## src/rtl/rcc_rsr_lsi_ctrl.sv

```systemverilog
// rcc_rsr_lsi_ctrl: reset-status flags and LSI enable/ready control, VDD domain.
// Optional feature macro: RCC_LSI_TMO_EN adds an LSI ready timeout (FAIL state, lsi_fail port).
//
// state | meaning
// ------+-------------------------------------------------------------
// OFF   | LSI disabled, oscillator enable low
// WAIT  | oscillator enabled, waiting for synchronised ready
// READY | oscillator running, ready reported
// FAIL  | ready did not arrive within LSI_TMO cycles (timeout build only)
module rcc_rsr_lsi_ctrl #(
  parameter int NUM_CPU = 2,
  parameter int NUM_SRC = 14,
  parameter logic [NUM_SRC-1:0] RST_FLAG_INIT = 14'h003E,
  parameter int LSI_TMO = 64
) (
  input  logic                       clk,
  input  logic                       pwr_por_rst,
  input  logic                       wdata,
  input  logic [NUM_CPU-1:0]         rmvf_wren,
  input  logic                       lsion_wren,
  input  logic [NUM_SRC-1:0]         rst_src,
  input  logic                       lsi_rdy,
  output logic [NUM_CPU*NUM_SRC-1:0] cur_rsr_flags,
  output logic [NUM_CPU-1:0]         cur_rsr_rmvf,
  output logic                       cur_csr_lsion,
  output logic                       cur_csr_lsirdy,
  output logic                       lsi_en
`ifdef RCC_LSI_TMO_EN
  ,
  output logic                       lsi_fail
`endif
);

  if (NUM_CPU < 1 || NUM_CPU > 4) begin : g_bad_num_cpu
    $error("rcc_rsr_lsi_ctrl: NUM_CPU must be 1..4");
  end
  if (LSI_TMO < 2) begin : g_bad_lsi_tmo
    $error("rcc_rsr_lsi_ctrl: LSI_TMO must be at least 2");
  end

  typedef enum logic [1:0] {
    LSI_OFF   = 2'd0,
    LSI_WAIT  = 2'd1,
    LSI_READY = 2'd2,
    LSI_FAIL  = 2'd3
  } lsi_state_e;

  logic [NUM_SRC-1:0] src_s1, src_s2, src_s3;
  logic [NUM_SRC-1:0] src_rise;
  logic               rdy_s1, rdy_s;
  lsi_state_e         state_q, state_nxt;

`ifdef RCC_LSI_TMO_EN
  localparam int CNT_W = $clog2(LSI_TMO);
  localparam logic [CNT_W-1:0] CNT_LAST = CNT_W'(LSI_TMO - 1);
  logic [CNT_W-1:0] cnt_q, cnt_nxt;
  logic             fail_nxt;
`endif

  // Reset-cause synchroniser plus edge flop; only rising edges are captured.
  always_ff @(posedge clk or posedge pwr_por_rst) begin
    if (pwr_por_rst) begin
      src_s1 <= '0;
      src_s2 <= '0;
      src_s3 <= '0;
    end else begin
      src_s1 <= rst_src;
      src_s2 <= src_s1;
      src_s3 <= src_s2;
    end
  end

  assign src_rise = src_s2 & ~src_s3;

  // Sticky per-CPU flags; an active RMVF clear wins over a same-cycle edge.
  always_ff @(posedge clk or posedge pwr_por_rst) begin
    if (pwr_por_rst) begin
      cur_rsr_flags <= {NUM_CPU{RST_FLAG_INIT}};
    end else begin
      for (int c = 0; c < NUM_CPU; c++) begin
        if (cur_rsr_rmvf[c]) begin
          cur_rsr_flags[c*NUM_SRC +: NUM_SRC] <= '0;
        end else begin
          cur_rsr_flags[c*NUM_SRC +: NUM_SRC] <= cur_rsr_flags[c*NUM_SRC +: NUM_SRC] | src_rise;
        end
      end
    end
  end

  // Software-written control bits: per-CPU RMVF and LSION.
  always_ff @(posedge clk or posedge pwr_por_rst) begin
    if (pwr_por_rst) begin
      cur_rsr_rmvf  <= '0;
      cur_csr_lsion <= 1'b0;
    end else begin
      for (int c = 0; c < NUM_CPU; c++) begin
        if (rmvf_wren[c]) begin
          cur_rsr_rmvf[c] <= wdata;
        end
      end
      if (lsion_wren) begin
        cur_csr_lsion <= wdata;
      end
    end
  end

  // LSI ready synchroniser.
  always_ff @(posedge clk or posedge pwr_por_rst) begin
    if (pwr_por_rst) begin
      rdy_s1 <= 1'b0;
      rdy_s  <= 1'b0;
    end else begin
      rdy_s1 <= lsi_rdy;
      rdy_s  <= rdy_s1;
    end
  end

  // LSI state register; enable and ready status are registered decodes of the next state.
  always_ff @(posedge clk or posedge pwr_por_rst) begin
    if (pwr_por_rst) begin
      state_q        <= LSI_OFF;
      lsi_en         <= 1'b0;
      cur_csr_lsirdy <= 1'b0;
`ifdef RCC_LSI_TMO_EN
      cnt_q          <= '0;
      lsi_fail       <= 1'b0;
`endif
    end else begin
      state_q        <= state_nxt;
      lsi_en         <= (state_nxt != LSI_OFF);
      cur_csr_lsirdy <= (state_nxt == LSI_READY);
`ifdef RCC_LSI_TMO_EN
      cnt_q          <= cnt_nxt;
      lsi_fail       <= fail_nxt;
`endif
    end
  end

  // LSI next-state logic; LSION low forces OFF from any state.
  always_comb begin
    state_nxt = state_q;
`ifdef RCC_LSI_TMO_EN
    cnt_nxt  = cnt_q;
    fail_nxt = lsi_fail;
`endif
    if (!cur_csr_lsion) begin
      state_nxt = LSI_OFF;
`ifdef RCC_LSI_TMO_EN
      cnt_nxt  = '0;
      fail_nxt = 1'b0;
`endif
    end else begin
      case (state_q)
        LSI_OFF: begin
          state_nxt = LSI_WAIT;
`ifdef RCC_LSI_TMO_EN
          cnt_nxt = '0;
`endif
        end
        LSI_WAIT: begin
          if (rdy_s) begin
            state_nxt = LSI_READY;
          end else begin
`ifdef RCC_LSI_TMO_EN
            if (cnt_q == CNT_LAST) begin
              state_nxt = LSI_FAIL;
              fail_nxt  = 1'b1;
            end else begin
              cnt_nxt = cnt_q + 1'b1;
            end
`endif
          end
        end
        LSI_READY: begin
          if (!rdy_s) begin
            state_nxt = LSI_WAIT;
`ifdef RCC_LSI_TMO_EN
            cnt_nxt = '0;
`endif
          end
        end
        LSI_FAIL: begin
          if (rdy_s) begin
            state_nxt = LSI_READY;
          end
        end
        default: state_nxt = LSI_OFF;
      endcase
    end
  end

endmodule

```

## config.mk

```make
export PLATFORM = sky130hd
export DESIGN_NAME = rcc_rsr_lsi_ctrl
export DESIGN_NICKNAME = d
export VERILOG_FILES = /design/src/rtl/rcc_rsr_lsi_ctrl.sv
export SDC_FILE = /design/constraint.sdc
export NUM_CORES = 1
export LEC_CHECK = 0
export BUFFER_PORTS_ARGS = -buffer_cell sky130_fd_sc_hd__clkbuf_2
export CORE_MARGIN = 3
export CORE_UTILIZATION = 50
export CTS_CLUSTER_DIAMETER = 100
export DETAILED_ROUTE_END_ITERATION = 10
export GPL_TIMING_DRIVEN = 0
export HOLD_SLACK_MARGIN = 0.08
export PLACE_DENSITY = 0.75
export SLEW_MARGIN = 40
export SYNTH_ARGS = -nofsm -noshare
export SYNTH_HDL_FRONTEND = slang
export SYNTH_SLANG_ARGS = --single-unit
```

## constraint.sdc

```tcl
create_clock -name clk -period 4.9 [get_ports clk]
set_input_delay 0.49 -clock clk [delete_from_list [all_inputs] [get_ports clk]]
set_output_delay 0.49 -clock clk [all_outputs]
set_load 0.03 [all_outputs]
```

## After elaboration in Yosys (flattened, before gate mapping)

Index checks and enable logic that the tools add are counted.

| storage, ports and cells | value |
|---|---|
| bits in registers | 79 |
| bits of input ports | 21 |
| output and inout bits | 33 |
| word-level logic and storage cells | 29 |

| operators by class | value |
|---|---|
| equality and inequality tests | 4 |
| multiplexer cells | 6 |
| bitwise logic cells | 4 |
| reduce and logical (&&, ||, !) cells | 3 |

Operators by type and width:

| operator | number |
|---|---|
| 14-bit two-way mux | 2 |
| 14-bit bitwise OR | 2 |
| 14-bit bitwise AND | 1 |
| 14-bit NOT | 1 |
| 2-bit equality test, second input constant | 3 |
| 2-bit two-way mux | 3 |
| 2-bit one-hot mux with 3 select lines | 1 |
| 2-bit by 1-bit equality test with 1-bit output, second input constant | 1 |
| 2-bit zero test | 1 |
| 2-bit nonzero test | 1 |
| 2-bit OR reduction | 1 |

## Logic depth before layout (Yosys ltp)

Gate-level depths: netlist of run 1.

| logic depth | value |
|---|---|
| depth in word-level cells | 5 |
| gate-level depth with buffers | 2 |
| mapped depth without buffers | 2 |

## Worst setup path after synthesis of run 1

Ideal clock, no wire load.

| timing | value |
|---|---|
| path type | reg2out |
| start point | register cur_rsr_flags[15] |
| end point | output cur_rsr_flags[15] |
| data arrival time | 596 ps |
| required time | 4,410 ps |
| setup slack | 3,814 ps |
| stages on the path, launching flop included | 1 |
| buffers on the path | 0 |
| cells stage by stage | dfstp_2 |

RTL lines:

| what | RTL line | text |
|---|---|---|
| from (decl) | 23 | `output logic [NUM_CPU*NUM_SRC-1:0] cur_rsr_flags,` |
| from (signal assigned) | 78 | `cur_rsr_flags <= {NUM_CPU{RST_FLAG_INIT}};` |
| from (signal, indexed assignment) | 84 | `cur_rsr_flags[c*NUM_SRC +: NUM_SRC] <= cur_rsr_flags[c*NUM_SRC +: NUM_SRC] \| src_rise;` |

No word-level cell between the ends.

## Worst setup path in the final report of run 1

| timing | value |
|---|---|
| start point | register cur_rsr_rmvf[1] |
| end point | output cur_rsr_rmvf[1] |

RTL lines:

| what | RTL line | text |
|---|---|---|
| from (decl) | 24 | `output logic [NUM_CPU-1:0] cur_rsr_rmvf,` |
| from (signal, indexed assignment) | 98 | `cur_rsr_rmvf[c] <= wdata;` |

No word-level cell between the ends.

==> results_dict.tcl, run 1 <==
set metrics [dict create \
    status "completed" \
    drt_iter0_markers 80 \
    syn_area_mm2 0.002416 \
    port-buffer-count 53 \
    syn-instance-count 164 \
    first_global_vias 1345 \
    synth-seq-cells 79 \
    grt_pass1_wl_mm 6.051 \
    required_ns 4.41 \
    slowest_delay_ns 0.52 \
    ios 54 \
    fmax_ghz 0.6235 \
    peakVddDrop_v 0.0002733 \
    synthTopCellsByArea "dfrtp_1, dfstp_2, a21oi_1" \
    crit_type "flop to primary output" \
    rsz0062_at_grt "false" \
    postCtsSetupBuffers 0 \
    syn-num-nets 185 \
    final.setup.tns_ns 0 \
    yosys_warnings 0 \
    endpoint_kind "primary output" \
    powerDensity_mw_per_mm2 455.4 \
    place_ws_ns 3.666 \
    avgViaCountPerCell 4.664 \
    cp.depth 1 \
    clock_latency_ns 0.33 \
    wl_per_cell_um 12.98 \
    crit_path_max_fanout 7 \
    grt_util_all_layers_pct 14.79 \
    detail_route.first_pass.iterations 4 \
    dp_hpwl_mm 2.588 \
    netlist.top_cell.by_area "dfrtp_1" \
    tritoncts "built" \
    path_cells "clkbuf_2" \
    detail-route-antenna-nets 0 \
    cts_buffers 9 \
    setup_viol 0 \
    worstRegToRegCells 1 \
    hold_viol 0 \
    synthArstFlopShare_pct 100.0 \
    cts_resized 0 \
    root_buffer "clkbuf_8" \
    synth_edf_count 0 \
    place_congestion 0.7225 \
    layout-drive-gt1-share_pct 35.90 \
    nNetsFinal 250 \
    synth_top_area_share_pct 71.47 \
    critPathTopFamily "flip-flops" \
    area_growth_pct 23.67 \
    slew_violations 0 \
    tightest_slew_ns 0.2969 \
    grt_antenna_before_repair 0 \
    startpoint_type "flop" \
    cts_buffer_depth 2 \
    fin_crit_ns 1.604 \
    syn_avg_cell_area_um2 14.73 \
    grt_start_max_net_pins 49 \
    start_util_pct 53.64 \
    power.leakage_nw 1.474 \
    path_buf_inv 1 \
    drc 0 \
    hold_path_class "input pin to async pin" \
    die_area_mm2 0.005703 \
    num_vias 1334 \
    cts-htree-levels 3 \
    n_antenna_cell 0 \
    n_fill_cell 335 \
    drv_cap 0 \
    row_count 24 \
    die_w_um 75.52 \
    netlist_top_cells_count "dfrtp_1, inv_1, a21oi_1" \
    worst_slew_margin_rel_pct 80.20 \
    core_area_mm2 0.004504 \
    crit_slowest_cell "dfrtp_1" \
    seq_area_frac_synth_pct 82.34 \
    clock_sinks 79 \
    synth.most_common_cell "dfrtp_1" \
    die_y_um 75.52 \
    wirelength_mm 3.713 \
    grt-ovfl-total 0 \
    hold_buffers 0 \
    utilization_pct 66.33 \
    finalClockSkew_ns 0.004858 \
    setup_ws_ns 3.296 \
    period_share_pct 32.73 \
    path_clk_slew_ns 0.07 \
    ys.flop_type "dfrtp_1" \
    power_mw 1.361 \
    synth.distinct_cells 13 \
    arrival_ns 1.11 \
]
## stage by stage
stage          hold WS (ns)  instances  area (um2)
6_report             0.1085        286        2988
2_1_floorplan        0.3312        164        2416
4_1_cts              0.1127        286        2988
3_3_place_gp         0.3314        269        2746
5_1_grt              0.1247        286        2988
3_5_place_dp         0.3347        270        2779
## cell families after synthesis
| group | share of synthesized area [%] |
|---|---|
| DFF | 82.34 |
| AOI/OAI and AO/OA | 6.629 |
| buffers and inverters | 5.748 |
| muxes | 0.9321 |
| and+or+nand+nor | 4.350 |
## area by class of cell
type | instances | area (um2) | area share (%)
Buffer | 3 | 26.28 | 0.8794
Clock inverter | 3 | 40.04 | 1.340
Multi-Input combinational cell | 52 | 287.8 | 9.631
Clock buffer | 13 | 168.9 | 5.653
Inverter | 30 | 117.6 | 3.936
Tap cell | 52 | 65.06 | 2.178
Sequential cell | 79 | 1989 | 66.58
Timing Repair Buffer | 54 | 292.8 | 9.799
## worst paths after layout
check / start / endpoint / slack [ns]
worst max-delay path: cur_rsr_rmvf[1] / cur_rsr_rmvf[1] / 3.30
worst min register to register: src_s1[3] / src_s2[3] / 0.35
min in group clk: rst_src[4] / src_s1[4] / 0.26
worst max register to register: cur_rsr_rmvf[1] / cur_rsr_rmvf[1] / 4.01
max in group asynchronous: pwr_por_rst / cur_rsr_flags[5] / 4.23
worst min-delay path: pwr_por_rst / src_s1[9] / 0.11
## state kept, by name, indices dropped and copies added (netlist names)
| register | cells |
|---|---|
| cur_csr_lsion | 1 |
| cur_csr_lsirdy | 1 |
| cur_rsr_flags | 28 |
| cur_rsr_rmvf | 2 |
| lsi_en | 1 |
| rdy_s | 1 |
| rdy_s1 | 1 |
| src_s1 | 14 |
| src_s2 | 14 |
| src_s3 | 14 |
| state_q | 2 |
## layout by cell type, fill, tap and decap left out, drive strengths merged
master	synthesis	layout
dfrtp	69	69
clkbuf	1	67
inv	30	30
a21oi	29	29
nand2b	14	14
dfstp	10	10
buf	2	3
o21ai	3	3
nand2	2	2
mux2	2	2
clkinv	0	2
and2	1	1
nor2	1	1
bufinv	0	1
## routing by layer
| layer | up-vias | global-route usage, % | part of all wire, % |
|---|---|---|---|
| met2 | 43 | 23.39 | 52 |
| li1 | 628 | - | - |
| met4 | 0 | 8.155 | 0.81 |
| met3 | 4 | 4.881 | 6.1 |
| met1 | 659 | 17.96 | 41 |
| met5 | - | 0 | 0 |
## report_power, final
part | switching (mW) | internal, mW | leakage, nW
logic | 0.103 | 0.0445 | 0.425
registers | 0.0244 | 0.704 | 0.940
clock network | 0.209 | 0.276 | 0.109
(Power assumes the default switching activity.)
==> inputs of run 2 (changes only) <==
Settings changed: ABC_AREA set to 1, PLACE_DENSITY 0.75 to 0.74.
Clock period 4.9 ns to 1.5 ns, I/O delays scaled along.
==> results_dict.tcl, run 2 <==
set metrics [dict create \
    largest_reg_flops 28 \
    worst_slew_margin_rel_pct 69.39 \
    drv_cap 0 \
    layout-drive-gt1-share_pct 31.02 \
    area_growth_pct 34.02 \
    crit_slowest_cell "dlygate4sd3_1" \
    drc 0 \
    seq_area_frac_synth_pct 81.71 \
    clock_sinks 79 \
    peakVddDrop_v 0.0008547 \
    nNetsFinal 291 \
    tritoncts "built" \
    ios 54 \
    core_area_mm2 0.004534 \
    cts_resized 0 \
    synth_edf_count 0 \
    synthArstFlopShare_pct 100.0 \
    required_ns 1.77 \
    fin_crit_ns 1.346 \
    grt_util_all_layers_pct 16.98 \
    start_util_pct 53.70 \
    cts_buffers 9 \
    dr.max_layer_used "met4" \
    fmax_ghz 0.7430 \
    netlist.top_cell.by_area "dfrtp_1" \
    dp_hpwl_mm 2.608 \
    crit_type "flop to flop" \
    path_cells "inv_1 -> o21ai_1 -> dlygate4sd3_1" \
    grt_antenna_before_repair 0 \
    final.setup.tns_ns 0 \
    tightest_slew_ns 0.4582 \
    grt_start_max_net_pins 28 \
    die_area_mm2 0.005743 \
    first_global_vias 1607 \
    num_vias 1496 \
    grt-ovfl-total 0 \
    n_antenna_cell 0 \
    syn_avg_cell_area_um2 13.45 \
    setup_ws_ns 0.1542 \
    detail-route-antenna-nets 0 \
    hold_viol 0 \
    worstReg2RegStart "cur_rsr_rmvf[1]" \
    drt_iter0_markers 121 \
    powerDensity_mw_per_mm2 1346 \
    syn-num-nets 202 \
    r2r_end "cur_rsr_rmvf[1]" \
    rsz0062_at_grt "false" \
    place_congestion 0.6937 \
    ys.flop_type "dfrtp_1" \
    synth_top_area_share_pct 70.91 \
    arrival_ns 1.62 \
    root_buffer "clkbuf_8" \
    yosys_warnings 0 \
    slew_violations 0 \
    synth.most_common_cell "dfrtp_1" \
    power.leakage_nw 1.663 \
    wl_met3_um 279 \
    place_ws_ns 0.6146 \
    slowest_delay_ns 0.58 \
    die_y_um 75.79 \
    cts-htree-levels 3 \
    worstRegToRegCells 3 \
    period_share_pct 89.72 \
    endpoint_kind "flop" \
    row_count 24 \
    hold_path_class "flop to flop" \
    die_w_um 75.79 \
    syn_area_mm2 0.002435 \
    top_register "cur_rsr_flags" \
    cts_buffer_depth 2 \
    synth.distinct_cells 12 \
    clock_latency_ns 0.34 \
    layout_common_cells "dfrtp_1, clkbuf_2, inv_1" \
    met2WireLength_mm 2.083 \
    synth-seq-cells 79 \
    cp-endpoint "cur_rsr_rmvf[1]" \
    wl_per_cell_um 12.15 \
    synthTopCellsByArea "dfrtp_1, dfstp_2, inv_1" \
    detail_route.first_pass.iterations 4 \
    setup_viol 0 \
    critPathLaunch "cur_rsr_rmvf[1]" \
    avgViaCountPerCell 4.413 \
    met1Wirelength_mm 1.671 \
    status "completed" \
    port-buffer-count 53 \
    grt_pass1_wl_mm 6.920 \
    path_clk_slew_ns 0.07 \
    syn-instance-count 181 \
    crit_path_max_fanout 7 \
    n_fill_cell 327 \
    mostFrequentLayoutCell "dfrtp_1" \
    startpoint_type "flop" \
    wirelength_mm 4.119 \
    ff2ff_setup_slack_ns 0.15 \
    finalClockSkew_ns 0.006994 \
    netlist_top_cells_count "dfrtp_1, inv_1, a21oi_1" \
]
==> run 2: cell types whose count changed after synthesis <==
| cell | previous run | this run |
|---|---|---|
| inv_1 | 30 | 46 |
| o21ai_2 | 0 | 1 |
| o21ai_0 | 2 | 1 |
| nand2_1 | 2 | 18 |
| o21ai_1 | 1 | 2 |
| mux2_2 | 2 | 0 |
| nand2b_1 | 14 | 0 |
==> run 2: what timing repair did <==
item | in CTS | in global routing
setup buffers | 0 | 0
hold endpoints to repair | 34 | 0
hold buffers | 22 | 0
==> run 2: cell type report <==
cell class	count	area, um2	share of cell area, %
clock buffers	12	165.2	5.061
clock inverters	3	17.52	0.5368
repair buffers	78	560.5	17.18
plain buffers	3	26.28	0.8052
multi-input cells	53	246.5	7.554
flip-flops and latches	79	1989	60.97
inverters	46	176.4	5.406
well taps	65	81.33	2.492
==> run 2: per-stage QoR <==
stage,cell area [um2],total power [mW],hold slack (ns),instances,util [%]
after CTS,3263,4.449,0.3518,339,71.96
after floorplan,2439,2.772,0.1814,181,-
after global routing,3263,4.608,0.3552,339,71.96
after detailed placement,2860,2.974,0.1812,302,63.08
final,3263,4.392,0.3483,339,71.96
after global placement,2785,2.933,0.2584,299,61.42
==> run 2: cell families after synthesis <==
kind of cell	after synthesis	share of synthesized area, %
flops	79	81.71
buf+inv	49	8.171
compound gates	33	6.937
simple gates	20	3.186
==> run 2: where the power goes <==
part | switching, mW | leakage, nW | internal (mW)
clock network | 0.691 | 0.0942 | 0.721
registers | 0.0823 | 0.936 | 2.31
logic | 0.382 | 0.633 | 0.203
==> run 2: per-layer routing <==
layer	up-vias	global-route usage (%)
met3	10	5.673
met1	721	18.69
li1	714	-
met2	51	28.52
met4	0	9.903
met5	-	0
==> run 2: worst min path at each step <==
| stage | start | endpoint | slack, ns | cells after the start |
|---|---|---|---|---|
| 2_1_floorplan | lsi_rdy | rdy_s1 | 0.18 | 0 |
| 3_3_place_gp | rst_src[1] | src_s1[1] | 0.26 | 1 |
| 3_5_place_dp | pwr_por_rst | src_s2[8] | 0.18 | 2 |
| 4_1_cts | src_s1[4] | src_s2[4] | 0.35 | 0 |
| 5_1_grt | src_s1[5] | src_s2[5] | 0.36 | 0 |
| 6_report | src_s1[12] | src_s2[12] | 0.35 | 0 |
==> run 2: worst max-delay path, delay by kind of cell, from the launching register on <==
kind,cells,cell delay [ns]
AOI/OAI and AO/OA,1,0.15
buffers and inverters,2,0.65
DFF,1,0.49
==> inputs of run 3 (changes only) <==
Settings changed: GPL_TIMING_DRIVEN 0 to unset, SETUP_SLACK_MARGIN set to 0.4.
==> results_dict.tcl, run 3 (synthesis gave the netlist of run 2 again) <==
set metrics [dict create \
    status "completed" \
    slowest_delay_ns 0.56 \
    crit_type "flop to primary output" \
    cp.depth 1 \
    critPathLaunch "cur_rsr_flags[1]" \
    crit_path_max_fanout 2 \
    period_share_pct 77.89 \
    met1Wirelength_mm 1.783 \
    hold_viol 0 \
    detail_route.first_pass.iterations 4 \
    grt_start_max_net_pins 80 \
    grt_pass1_wl_mm 6.913 \
    root_buffer "clkbuf_8" \
    fin_crit_ns 1.168 \
    mostFrequentLayoutCell "dfrtp_1" \
    cp-endpoint "cur_rsr_flags[1]" \
    setup_viol 0 \
    met2WireLength_mm 2.165 \
    die_w_um 75.79 \
    first_global_vias 1521 \
    path_clk_slew_ns 0.07 \
    cts_buffers 9 \
    clock_sinks 79 \
    final.setup.tns_ns 0 \
    drc 0 \
    area_growth_pct 38.18 \
    path_cells "buf_8" \
    num_vias 1519 \
    finalClockSkew_ns 0.004979 \
    die_area_mm2 0.005743 \
    grt-ovfl-total 0 \
    dr.max_layer_used "met4" \
    instances_no_fill 341 \
    ff2ff_setup_slack_ns 0.54 \
    drt_iter0_markers 58 \
    powerDensity_mw_per_mm2 1398 \
    worstReg2RegStart "cur_rsr_rmvf[1]" \
    grt_antenna_before_repair 0 \
    crit_slowest_cell "dfstp_2" \
    row_count 24 \
    hold_path_class "flop to flop" \
    r2r_end "cur_rsr_flags[17]" \
    cts-htree-levels 3 \
    wirelength_mm 4.378 \
    critPathTopFamily "flip-flops" \
    core_area_mm2 0.004534 \
    tightest_slew_ns 0.3845 \
    port-buffer-count 53 \
    layout-drive-gt1-share_pct 31.52 \
    endpoint_kind "primary output" \
    path_buf_inv 1 \
    dp_cells 299 \
    startpoint_type "flop" \
    arrival_ns 1.02 \
    ios 54 \
    required_ns 1.35 \
    worst_slew_margin_rel_pct 74.37 \
    start_util_pct 53.70 \
    clock_latency_ns 0.34 \
    place_congestion 0.6805 \
    grt_util_all_layers_pct 17.05 \
    largest_reg_flops 28 \
    tritoncts "built" \
    fmax_ghz 0.8560 \
    layout_common_cells "dfrtp_1, inv_1, clkbuf_2" \
    dp_hpwl_mm 2.327 \
    worstRegToRegCells 3 \
    detail-route-antenna-nets 0 \
    die_y_um 75.79 \
    power.leakage_nw 1.702 \
    cts_buffer_depth 2 \
    n_antenna_cell 0 \
    rsz0062_at_grt "true" \
    peakVddDrop_v 0.0008999 \
    drv_cap 0 \
    wl_per_cell_um 12.84 \
    avgViaCountPerCell 4.455 \
    power_mw 4.703 \
    slew_violations 0 \
    top_register "cur_rsr_flags" \
    wl_met3_um 323 \
    nNetsFinal 292 \
]
## run 3: per-layer routing
metal / track usage [%] / vias to the layer above
li1: - / 721
met1: 20.18 / 726
met2: 27.09 / 59
met3: 5.805 / 13
met4: 9.903 / 0
met5: 0 / -
## run 3: cell type report
cell class                 instances  area (um2)
multi-input combinational         53       246.5
sequential                        79        1989
tap                               65       81.33
clock buffer                      12       135.1
clock inverter                     4       70.07
timing repair buffer              82       665.6
inverter                          46       176.4
fill                             288        1170
## run 3: how the worst min path moves through the flow
stage | to | start | depth (start not counted)
after floorplan | rdy_s1 | lsi_rdy | 0
after global routing | rdy_s | rdy_s1 | 0
after global placement | src_s1[1] | rst_src[1] | 1
after CTS | src_s2[12] | src_s1[12] | 0
final | src_s2[12] | src_s1[12] | 0
after detailed placement | rdy_s1 | lsi_rdy | 1
## run 3: stage by stage
stage | cell area (um2) | utilization [%] | setup WS [ns] | hold slack, ns
3_3_place_gp | 2794 | 61.62 | 0.6490 | 0.2581
6_report | 3364 | 74.20 | 0.3317 | 0.3437
4_1_cts | 3331 | 73.45 | 0.2975 | 0.3485
2_1_floorplan | 2439 | - | 0.4623 | 0.1814
5_1_grt | 3364 | 74.20 | 0.2994 | 0.3536
3_5_place_dp | 2794 | 61.62 | 0.6398 | 0.2597
## run 3: timing repair
item | 4_1_cts | 5_1_grt
gates resized for setup | 24 | 26
endpoints found under the setup margin | 13 | 22
buffers inserted | 4 | 2
endpoints found under the hold margin | 87 | 0
pin swaps | 0 | 0
hold buffers | 20 | 0
## run 3: power breakdown
group | internal (mW) | switching, mW
clock | 0.934 | 0.702
sequential | 2.31 | 0.0896
combinational | 0.268 | 0.395
